### src/rtl/sw_matrix_scheduler_if.sv
// Command and switch-bus bundle between the MUX decoder, the crosspoint
// scheduler and the MT8816 driver bank.
`timescale 1ns/1ps
interface sw_matrix_scheduler_if #(
    parameter int N_SW = 6
);
    logic            CMD_VALID_I;
    logic            CMD_READY_O;
    logic [11:0]     CMD_I;
    logic [N_SW-1:0] SW_IDLE_IS;
    logic [N_SW-1:0] SW_EN_OS;
    logic            SW_CLEAR_O;
    logic [3:0]      SW_AX_O;
    logic [2:0]      SW_AY_O;
    logic            SW_DATA_O;
    logic            IDLE_O;
    logic            ERR_O;
    logic [15:0]     DONE_CNT_O;

    // scheduler side
    modport slave (
        input  CMD_VALID_I, CMD_I, SW_IDLE_IS,
        output CMD_READY_O, SW_EN_OS, SW_CLEAR_O, SW_AX_O, SW_AY_O, SW_DATA_O,
               IDLE_O, ERR_O, DONE_CNT_O
    );

    // decoder / driver-bank side
    modport master (
        output CMD_VALID_I, CMD_I, SW_IDLE_IS,
        input  CMD_READY_O, SW_EN_OS, SW_CLEAR_O, SW_AX_O, SW_AY_O, SW_DATA_O,
               IDLE_O, ERR_O, DONE_CNT_O
    );
endinterface

### src/rtl/sw_matrix_scheduler.sv
// Crosspoint command scheduler for the MT8816 driver bank.
// Commands are queued in a small FIFO and issued one at a time on the shared
// AX/AY/DATA/CLEAR bus; the bus is held until every targeted driver is idle.
// Optional macro SW_TIMEOUT_EN: abandon a command whose targets never return
// idle within TIMEOUT_CYC cycles and flag ERR_O.
`timescale 1ns/1ps
module sw_matrix_scheduler #(
    parameter int N_SW        = 6,
    parameter int FIFO_DEPTH  = 8,
    parameter int GUARD_CYC   = 2,
    parameter int TIMEOUT_CYC = 1024
) (
    input  logic                 FPGA_CLK_I,
    input  logic                 RESET_N_I,
    sw_matrix_scheduler_if.slave bus
);
    localparam int AW = $clog2(FIFO_DEPTH);
    localparam int GW = $clog2(GUARD_CYC + 1);
    localparam logic [GW-1:0] G_LAST = GW'(GUARD_CYC - 1);

    // elaboration-time parameter sanity
    if (N_SW < 1 || N_SW > 7) begin : g_bad_nsw
        $error("N_SW must be 1..7");
    end
    if (FIFO_DEPTH < 2 || (FIFO_DEPTH & (FIFO_DEPTH - 1)) != 0) begin : g_bad_depth
        $error("FIFO_DEPTH must be a power of 2, >= 2");
    end
    if (GUARD_CYC < 1) begin : g_bad_guard
        $error("GUARD_CYC must be >= 1");
    end
    if (TIMEOUT_CYC < 1 || TIMEOUT_CYC > 65535) begin : g_bad_tmo
        $error("TIMEOUT_CYC must be 1..65535");
    end

    typedef enum logic [1:0] {S_IDLE, S_ISSUE, S_GUARD, S_WAIT} state_t;

    state_t          state_q, state_d;
    logic [11:0]     mem [FIFO_DEPTH];
    logic [AW-1:0]   wr_ptr, rd_ptr;
    logic [AW:0]     count;
    logic            full, empty, push, pop;
    logic            latch, err_set, done_inc;
    logic [11:0]     head;
    logic [2:0]      head_chip;
    logic [N_SW-1:0] head_mask, mask_q, en_q;
    logic            head_ok;
    logic [GW-1:0]   g_cnt;
    logic            err_q, idle_q;
    logic [15:0]     done_q;
    logic            clr_q, data_q;
    logic [3:0]      ax_q;
    logic [2:0]      ay_q;

`ifdef SW_TIMEOUT_EN
    localparam logic [15:0] TMO_LIM = 16'(TIMEOUT_CYC - 1);
    logic [15:0] tmo_cnt;
`endif

    assign full      = (count == (AW+1)'(FIFO_DEPTH));
    assign empty     = (count == '0);
    assign push      = bus.CMD_VALID_I && !full;
    assign head      = mem[rd_ptr];
    assign head_chip = head[11:9];

    assign bus.CMD_READY_O = !full;
    assign bus.SW_EN_OS    = en_q;
    assign bus.SW_CLEAR_O  = clr_q;
    assign bus.SW_AX_O     = ax_q;
    assign bus.SW_AY_O     = ay_q;
    assign bus.SW_DATA_O   = data_q;
    assign bus.IDLE_O      = idle_q;
    assign bus.ERR_O       = err_q;
    assign bus.DONE_CNT_O  = done_q;

    // decode head chip index into a target mask; 7 broadcasts
    always_comb begin
        head_mask = '0;
        head_ok   = 1'b0;
        if (head_chip == 3'd7) begin
            head_mask = '1;
            head_ok   = 1'b1;
        end else if (int'(head_chip) < N_SW) begin
            head_mask = N_SW'(1) << head_chip;
            head_ok   = 1'b1;
        end
    end

    // next state and per-cycle control strobes
    always_comb begin
        state_d  = state_q;
        pop      = 1'b0;
        latch    = 1'b0;
        err_set  = 1'b0;
        done_inc = 1'b0;
        case (state_q)
            S_IDLE: begin
                if (!empty) begin
                    if (!head_ok) begin
                        pop     = 1'b1;
                        err_set = 1'b1;
                    end else if ((bus.SW_IDLE_IS & head_mask) == head_mask) begin
                        pop     = 1'b1;
                        latch   = 1'b1;
                        state_d = S_ISSUE;
                    end
                end
            end
            S_ISSUE: state_d = S_GUARD;
            S_GUARD: if (g_cnt == G_LAST) state_d = S_WAIT;
            S_WAIT: begin
                if ((bus.SW_IDLE_IS & mask_q) == mask_q) begin
                    done_inc = 1'b1;
                    state_d  = S_IDLE;
                end
`ifdef SW_TIMEOUT_EN
                else if (tmo_cnt >= TMO_LIM) begin
                    err_set = 1'b1;
                    state_d = S_IDLE;
                end
`endif
            end
            default: state_d = S_IDLE;
        endcase
    end

    // queue storage; contents are don't-care while the queue is empty
    always_ff @(posedge FPGA_CLK_I) begin
        if (push) mem[wr_ptr] <= bus.CMD_I;
    end

    // FSM, queue pointers and registered outputs
    always_ff @(posedge FPGA_CLK_I or negedge RESET_N_I) begin
        if (!RESET_N_I) begin
            state_q <= S_IDLE;
            wr_ptr  <= '0;
            rd_ptr  <= '0;
            count   <= '0;
            mask_q  <= '0;
            en_q    <= '0;
            g_cnt   <= '0;
            err_q   <= 1'b0;
            idle_q  <= 1'b1;
            done_q  <= '0;
            clr_q   <= 1'b0;
            ax_q    <= '0;
            ay_q    <= '0;
            data_q  <= 1'b0;
        end else begin
            state_q <= state_d;
            if (push) wr_ptr <= wr_ptr + 1'b1;
            if (pop)  rd_ptr <= rd_ptr + 1'b1;
            case ({push, pop})
                2'b10:   count <= count + 1'b1;
                2'b01:   count <= count - 1'b1;
                default: ;
            endcase
            if (latch) begin
                mask_q <= head_mask;
                clr_q  <= head[8];
                ax_q   <= head[7:4];
                ay_q   <= head[3:1];
                data_q <= head[0];
            end
            // enable is registered so the shared bus has settled a full cycle
            // before any driver samples it
            en_q  <= (state_q == S_ISSUE) ? mask_q : '0;
            g_cnt <= (state_q == S_GUARD) ? g_cnt + 1'b1 : '0;
            if (err_set)  err_q  <= 1'b1;
            if (done_inc) done_q <= done_q + 1'b1;
            idle_q <= (state_q == S_IDLE) && empty;
        end
    end

`ifdef SW_TIMEOUT_EN
    // per-command watchdog across guard and wait, saturating
    always_ff @(posedge FPGA_CLK_I or negedge RESET_N_I) begin
        if (!RESET_N_I) begin
            tmo_cnt <= '0;
        end else if (state_q == S_GUARD || state_q == S_WAIT) begin
            if (tmo_cnt != '1) tmo_cnt <= tmo_cnt + 1'b1;
        end else begin
            tmo_cnt <= '0;
        end
    end
`endif

endmodule

### src/flat_wrapper.sv
// flat-port wrapper written by rule: the top's interface ports become plain ports
module sw_matrix_scheduler_flat 
#(
    parameter int N_SW        = 6,
    parameter int FIFO_DEPTH  = 8,
    parameter int GUARD_CYC   = 2,
    parameter int TIMEOUT_CYC = 1024
)
  (FPGA_CLK_I, RESET_N_I, bus_CMD_VALID_I, bus_CMD_I, bus_SW_IDLE_IS, bus_CMD_READY_O, bus_SW_EN_OS, bus_SW_CLEAR_O, bus_SW_AX_O, bus_SW_AY_O, bus_SW_DATA_O, bus_IDLE_O, bus_ERR_O, bus_DONE_CNT_O);
  sw_matrix_scheduler_if #(.N_SW(N_SW)) bus_i ();
  input  logic FPGA_CLK_I;
  input  logic RESET_N_I;
  input wire logic [$bits(bus_i.CMD_VALID_I)-1:0] bus_CMD_VALID_I;
  input wire logic [$bits(bus_i.CMD_I)-1:0] bus_CMD_I;
  input wire logic [$bits(bus_i.SW_IDLE_IS)-1:0] bus_SW_IDLE_IS;
  output wire logic [$bits(bus_i.CMD_READY_O)-1:0] bus_CMD_READY_O;
  output wire logic [$bits(bus_i.SW_EN_OS)-1:0] bus_SW_EN_OS;
  output wire logic [$bits(bus_i.SW_CLEAR_O)-1:0] bus_SW_CLEAR_O;
  output wire logic [$bits(bus_i.SW_AX_O)-1:0] bus_SW_AX_O;
  output wire logic [$bits(bus_i.SW_AY_O)-1:0] bus_SW_AY_O;
  output wire logic [$bits(bus_i.SW_DATA_O)-1:0] bus_SW_DATA_O;
  output wire logic [$bits(bus_i.IDLE_O)-1:0] bus_IDLE_O;
  output wire logic [$bits(bus_i.ERR_O)-1:0] bus_ERR_O;
  output wire logic [$bits(bus_i.DONE_CNT_O)-1:0] bus_DONE_CNT_O;
  assign bus_i.CMD_VALID_I = bus_CMD_VALID_I;
  assign bus_i.CMD_I = bus_CMD_I;
  assign bus_i.SW_IDLE_IS = bus_SW_IDLE_IS;
  assign bus_CMD_READY_O = bus_i.CMD_READY_O;
  assign bus_SW_EN_OS = bus_i.SW_EN_OS;
  assign bus_SW_CLEAR_O = bus_i.SW_CLEAR_O;
  assign bus_SW_AX_O = bus_i.SW_AX_O;
  assign bus_SW_AY_O = bus_i.SW_AY_O;
  assign bus_SW_DATA_O = bus_i.SW_DATA_O;
  assign bus_IDLE_O = bus_i.IDLE_O;
  assign bus_ERR_O = bus_i.ERR_O;
  assign bus_DONE_CNT_O = bus_i.DONE_CNT_O;
  sw_matrix_scheduler #(.N_SW(N_SW), .FIFO_DEPTH(FIFO_DEPTH), .GUARD_CYC(GUARD_CYC), .TIMEOUT_CYC(TIMEOUT_CYC)) u_core (.FPGA_CLK_I(FPGA_CLK_I), .RESET_N_I(RESET_N_I), .bus(bus_i));
endmodule
### config.mk
export PLATFORM = sky130hd
export DESIGN_NAME = sw_matrix_scheduler_flat
export DESIGN_NICKNAME = d
export VERILOG_FILES = /design/src/rtl/sw_matrix_scheduler_if.sv /design/src/rtl/sw_matrix_scheduler.sv /design/src/flat_wrapper.sv
export SDC_FILE = /design/constraint.sdc
export NUM_CORES = 1
export LEC_CHECK = 0
export ABC_CLOCK_PERIOD_IN_PS = 3130
export CORE_MARGIN = 4
export CORE_UTILIZATION = 50
export DETAILED_ROUTE_END_ITERATION = 16
export PLACE_DENSITY_LB_ADDON = 0.08
export SYNTH_ARGS = -nofsm -noshare
export SYNTH_HDL_FRONTEND = slang
export SYNTH_SLANG_ARGS = --single-unit
### constraint.sdc
create_clock -name FPGA_CLK_I -period 3.13 [get_ports FPGA_CLK_I]
set_input_delay 0.626 -clock FPGA_CLK_I [delete_from_list [all_inputs] [get_ports FPGA_CLK_I]]
set_output_delay 0.626 -clock FPGA_CLK_I [all_outputs]
set_load 0.01 [all_outputs]
**Word level (Yosys, flattened, before mapping)**

Memory sizes are Yosys's and may differ from the RTL's.
Index checks and enable logic that the tools add are counted.

- Flip-flop bits (word level): 53
- Latch bits: 0
- Bits in writable memories: 96
- Bits in read-only memories: 0
- Input port bits: 21
- Output and inout port bits: 34
- Logic and storage cells: 74
- Memories kept: 1

Memory list:

| memory | depth | width | read ports | clocked after memory_dff | wr ports | line | text |
|---|---|---|---|---|---|---|---|
| u_core.mem | 8 | 12 | 1 | 0 | 1 | sw_matrix_scheduler.sv:38 | `logic [11:0] mem [FIFO_DEPTH];` |

- Add/sub/neg operators: 6
- $mul: 0
- Div/mod/pow operators: 0
- Magnitude comparators: 1
- Equality and inequality tests: 15
- Shifts and indexed selects: 1
- Mux-type cells: 27
- Bitwise gates (word level): 2
- Reductions and logical operators: 7

Operators with widths:

| kind | number |
|---|---|
| $mux W6 | 3 |
| $add A16 B1 Y16 const B | 1 |
| $mux W1 | 16 |
| $and A6 B6 Y6 | 2 |
| $eq A6 B6 Y1 | 2 |
| $mux W2 | 6 |
| $ne A2 B1 Y1 const B | 4 |
| $pmux W2 S4 | 1 |
| $pmux W4 S2 | 1 |
| $add A3 B1 Y3 const B | 2 |
| $eq A2 B1 Y1 const B | 3 |
| $eq A2 B2 Y1 const B | 3 |
| $shl A1 B3 Y6 const A | 1 |
| $reduce_and A5 Y1 | 1 |
| $add A4 B1 Y4 const B | 1 |
| $eq A4 B4 Y1 const B | 1 |
| $logic_not A4 Y1 | 1 |
| $sub A4 B1 Y4 const B | 1 |
| $eq A3 B3 Y1 const B | 1 |
| $lt A3 B3 Y1 const B | 1 |
| $add A2 B1 Y2 const B | 1 |
| $logic_and A1 B1 Y1 | 2 |
| $logic_not A2 Y1 | 1 |
| $ne A2 B2 Y1 const B | 1 |
| other kinds (2) | 2 |

**Depth between registers and ports, before layout**

An unclocked memory read counts as a cell.

- Word-level depth: 12
- Depth in mapped cells: 15
- Gate-level depth less buffers: 13

**Worst setup path before layout**

No wires, ideal clock.

- Path kind: flip-flop to flip-flop
- From: reg u_core.rd_ptr[0]
- To: reg u_core.count[3]
- Setup time: 0.125 ns
- Data arrival time: 3.226 ns
- Required time: 3.005 ns
- Path slack: -0.221 ns
- Cell stages (with the launch flop): 16
- Path buffers: 2
- Period minus slack after synthesis: 3.351 ns
- Path through: dfrtp_1 -> buf_6 -> mux4_2 -> mux2i_1 -> buf_4 -> xor2_1 -> o311a_2 -> and2_1 -> and3_1 -> ha_1 -> ha_1 -> a21o_1 -> a21oi_1 -> xnor2_1 -> nor2_1 -> xor2_1

- Longest elaborated chain between the ends: 12
- Elaborated cells on any way between the ends: 18
- Those cells by class: order compare (1); eq/ne (4); shift (1); mux (9); bitwise (1); reduce/logical (1); memory (1)

RTL lines:

| what | line | text |
|---|---|---|
| from (decl) | sw_matrix_scheduler.sv:39 | `logic [AW-1:0] wr_ptr, rd_ptr;` |
| from (signal assigned) | sw_matrix_scheduler.sv:151 | `if (pop) rd_ptr <= rd_ptr + 1'b1;` |
| $mem_v2 Z8 W12 * | - |  |
| $lt A3 B3 Y1 / $shl A1 B3 Y6 (equally long branches) | sw_matrix_scheduler.sv:82, sw_matrix_scheduler.sv:83 |  |
| $mux W6 | sw_matrix_scheduler.sv:82 | `end else if (int'(head_chip) < N_SW) begin` |
| $mux W6 | sw_matrix_scheduler.sv:79 | `if (head_chip == 3'd7) begin` |
| $and A6 B6 Y6 | sw_matrix_scheduler.sv:101 | `end else if ((bus.SW_IDLE_IS & head_mask) == head_mask) begin` |
| $eq A6 B6 Y1 | sw_matrix_scheduler.sv:101 |  |
| $mux W1 | sw_matrix_scheduler.sv:101 |  |
| $mux W1 * | sw_matrix_scheduler.sv:98 | `if (!head_ok) begin` |
| $mux W1 * | sw_matrix_scheduler.sv:97 | `if (!empty) begin` |
| $mux W1 * | sw_matrix_scheduler.sv:95 | `case (state_q)` |
| via u_core.pop | sw_matrix_scheduler.sv:41 | `logic full, empty, push, pop;` |
| $eq A2 B1 Y1 / $eq A2 B2 Y1 (equally long branches) | sw_matrix_scheduler.sv:152 | `case ({push, pop})` |
| $pmux W4 S2 / $reduce_bool A2 Y1 (equally long branches) | - |  |
| to (signal assigned) | sw_matrix_scheduler.sv:153 | `2'b10: count <= count + 1'b1;` |
| to (signal assigned) | sw_matrix_scheduler.sv:154 | `2'b01: count <= count - 1'b1;` |
| to (decl) | sw_matrix_scheduler.sv:40 | `logic [AW:0] count;` |

Mark *: on every way through the listed nets, which the timed path passes. The rest lies on a longest branch.
A chain may end at the register's enable or synchronous reset.

**Worst setup path in the final report**

Same ends and word-level chain as after synthesis.

==> reports/metrics.csv <==
metric,value,unit
design_area,7890,um^2
ys_seq_elements,149,
ant_nets,0,
post_drt_wl_per_cell,18.4,um
grt_setup_unrepaired,yes,
io_buffers,54,
crit_arrival,3.50,ns
async_flop_share,35.6,%
worst_hold_slack,0.0382,ns
area.sequential,4210,um^2
vias,3347,
timing.reg2reg.setup_slack,-0.08,ns
cts_made_buffers,17,
synth_xor_area_share,3.56,%
track_usage,17.5,%
drt_iter0_markers,267,
power_density,1030,nW/um^2
multi_input_comb_area,1920,um^2
cp-end-kind,flop,
layout_commonest_cell,edfxtp_1,
yosysTopAreaCellShare,46.9,%
synth_ff_type,edfxtp_1,
drive_gt1_share,29.8,%
place.gp.congestion,0.805,
clk_pin_slew,0.06,ns
tns,-0.0757,ns
start_kind,flop,
core,12000,um^2
mostFrequentLayoutCells,"edfxtp_1 (96), clkdlybuf4s50_1 (53), dfrtp_1 (52), buf_4 (38), mux4_2 (24)",
setup_viol,1,
synth_compound_area_share,3.07,%
grt-ovfl-total,0,
cts_tree,yes,
synth-adder-area-share,2.56,%
diodes,0,
boundaryPins,55,
fmax,312,MHz
layout.nets,497,
vias_per_cell,5.36,
timing.final.ws_setup,-0.0757,ns
critPathTopFamily,multiplexers,
die_area,14100,um^2
post-route-period-util,102,%
grt_pass1_wl,18.6,mm
fillCellCount,857,
synthMuxAreaShare,14.0,%
peakVddDrop,0.000528,V
drv_slew,0,
cts_sinks,149,
max_slew.worst_pin.slew,0.909,ns
ys_warn_count,0,
start_util,51.2,%
cp_max_fo,6,
area_delta_synth_final,28.3,%
drcViolationCount,0,
ctsLongestPathBuffers,2,
dpl_cell_area,7110,um^2
die_w,119,um
final_cells,624,
avgSynthCellArea,17.1,um^2
yosysUniqueCellTypes,48,
max_stage_delay,0.53,ns
synth.top_cells.by_area,"edfxtp_1 (47%), dfrtp_1 (21%), mux4_2 (8.8%)",
clockRootBuffer,clkbuf_16,
path_buf_inv,2,
met1_usage,23.2,%
clkLatencyLatePin,0.42,ns
min_path_type,in -> async,
power.leakage,0.00299,uW
synth-simple-area-share,6.27,%
required,3.43,ns
antenna_found_initial,0,
hpwl,7.64,mm
critPathKind,reg -> reg,
netlist_area,6150,um^2
dp.cells,583,
p_total,8100,uW
grt.busiest_layer,met2,
firstDrtPassIters,4,
synth_top_family_by_area,multiplexers,
cp_slowest_cell,mux4_2,
grt_max_degree,32,
ys_seq_area_share,68.5,%
htree_num_levels,4,
syn_nets,392,
yosysTopAreaCell,edfxtp_1,
post-route-min-period,3.21,ns
use_met2,28.0,%
crit_top_cell,ha_4,
hold_viol,0,
synth-edff-count,96,
failed_checks,negative setup slack,
num_rows,40,
synthCells,359,
relSlewSlack,37.8,%
met3_usage,4.56,%
wl,11.5,mm
fin_worst_skew,0.00706,ns
maxCapViolations,0,
cp_cell_sequence,"buf_12, mux4_2, mux2i_4, buf_6, xor2_2, o311a_4, and3_4, ha_4, ha_4, a21o_1, a21oi_2, xnor2_1, nor2_1, xor2_1",
grt_pass1_vias,3459,
die_y,119,um
status,finished with violations,
==> path summary, 6_finish.rpt <==
| check | start | end | depth (start not counted) |
|---|---|---|---|
| min | RESET_N_I | u_core.mask_q[0] | 1 |
| max | u_core.rd_ptr[0] | u_core.count[3] | 14 |
| max reg2reg | u_core.rd_ptr[0] | u_core.count[3] | 14 |
| max in group asynchronous | RESET_N_I | u_core.bus.SW_AY_O[2] | 2 |
| min in group FPGA_CLK_I | u_core.g_cnt[0] | u_core.g_cnt[0] | 1 |
| min reg2reg | u_core.g_cnt[0] | u_core.g_cnt[0] | 1 |
==> report_power, final <==
| group | total, uW | switching, uW | internal [uW] |
|---|---|---|---|
| registers | 2810 | 266 | 2540 |
| clock network | 2160 | 778 | 1380 |
| logic | 3130 | 1370 | 1760 |
==> layer usage <==
layer  vias up  share of wire (%)
met3        18                3.6
li1       1563                  -
met4         0                1.7
met1      1684                 45
met2        82                 49
met5         -                  0
==> state kept, by name, indices dropped and copies added (netlist names) <==
name,flops
u_core.state_q,2
u_core.bus.SW_AY_O,3
u_core.bus.SW_EN_OS,6
u_core.rd_ptr,3
u_core.bus.SW_DATA_O,1
u_core.mask_q,6
u_core.mem,96
u_core.bus.ERR_O,1
u_core.count,4
u_core.bus.SW_CLEAR_O,1
u_core.wr_ptr,3
u_core.bus.SW_AX_O,4
u_core.g_cnt,2
u_core.bus.IDLE_O,1
u_core.bus.DONE_CNT_O,16
==> synthesized netlist by cell type (all sizes together), types with 7 or more instances <==
master,instances
edfxtp,96
dfrtp,52
mux4,24
mux2,22
nand2,17
xnor2,15
inv,14
nor2,12
ha,11
xor2,10
and2,8
o21ai,8
buf,7
==> through the flow <==
step                      setup slack, ns  utilization [%]
final                             -0.0757             65.7
after global routing               -0.218             65.7
after CTS                         -0.0925             64.9
after detailed placement           -0.141             59.2
after global placement            -0.0750             59.2
after floorplan                   -0.0614                -
==> worst reg2reg max path, stage by stage, from the launching register on <==
cell and delay, ns:
dfrtp_1 0.40, buf_12 0.14, mux4_2 0.53, mux2i_4 0.21
buf_6 0.16, xor2_2 0.08, o311a_4 0.37, and3_4 0.20
ha_4 0.17, ha_4 0.20, a21o_1 0.16, a21oi_2 0.13
xnor2_1 0.12, nor2_1 0.06, xor2_1 0.16
==> cells by family after synthesis <==
logic type	count (synthesis)
compound gates	26
xor+xnor	25
fa+ha+maj	12
buf+inv	25
flops	149
mux	50
simple gates	72
==> timing repair <==
action,in CTS,in global routing
buffers inserted,4,5
endpoints found under the setup margin,1,3
resized for setup,4,11
hold buffers,0,0
pin swaps,3,3
==> final cells by class <==
cell class,instances,share of cell area (%)
Sequential cell,149,53.3
Multi-Input combinational cell,185,24.3
Timing Repair Buffer,97,11.3
Clock buffer,21,5.83
Tap cell,147,2.33
Clock inverter,11,2.19
Inverter,14,0.666
Power figures use the tool's default switching activity.
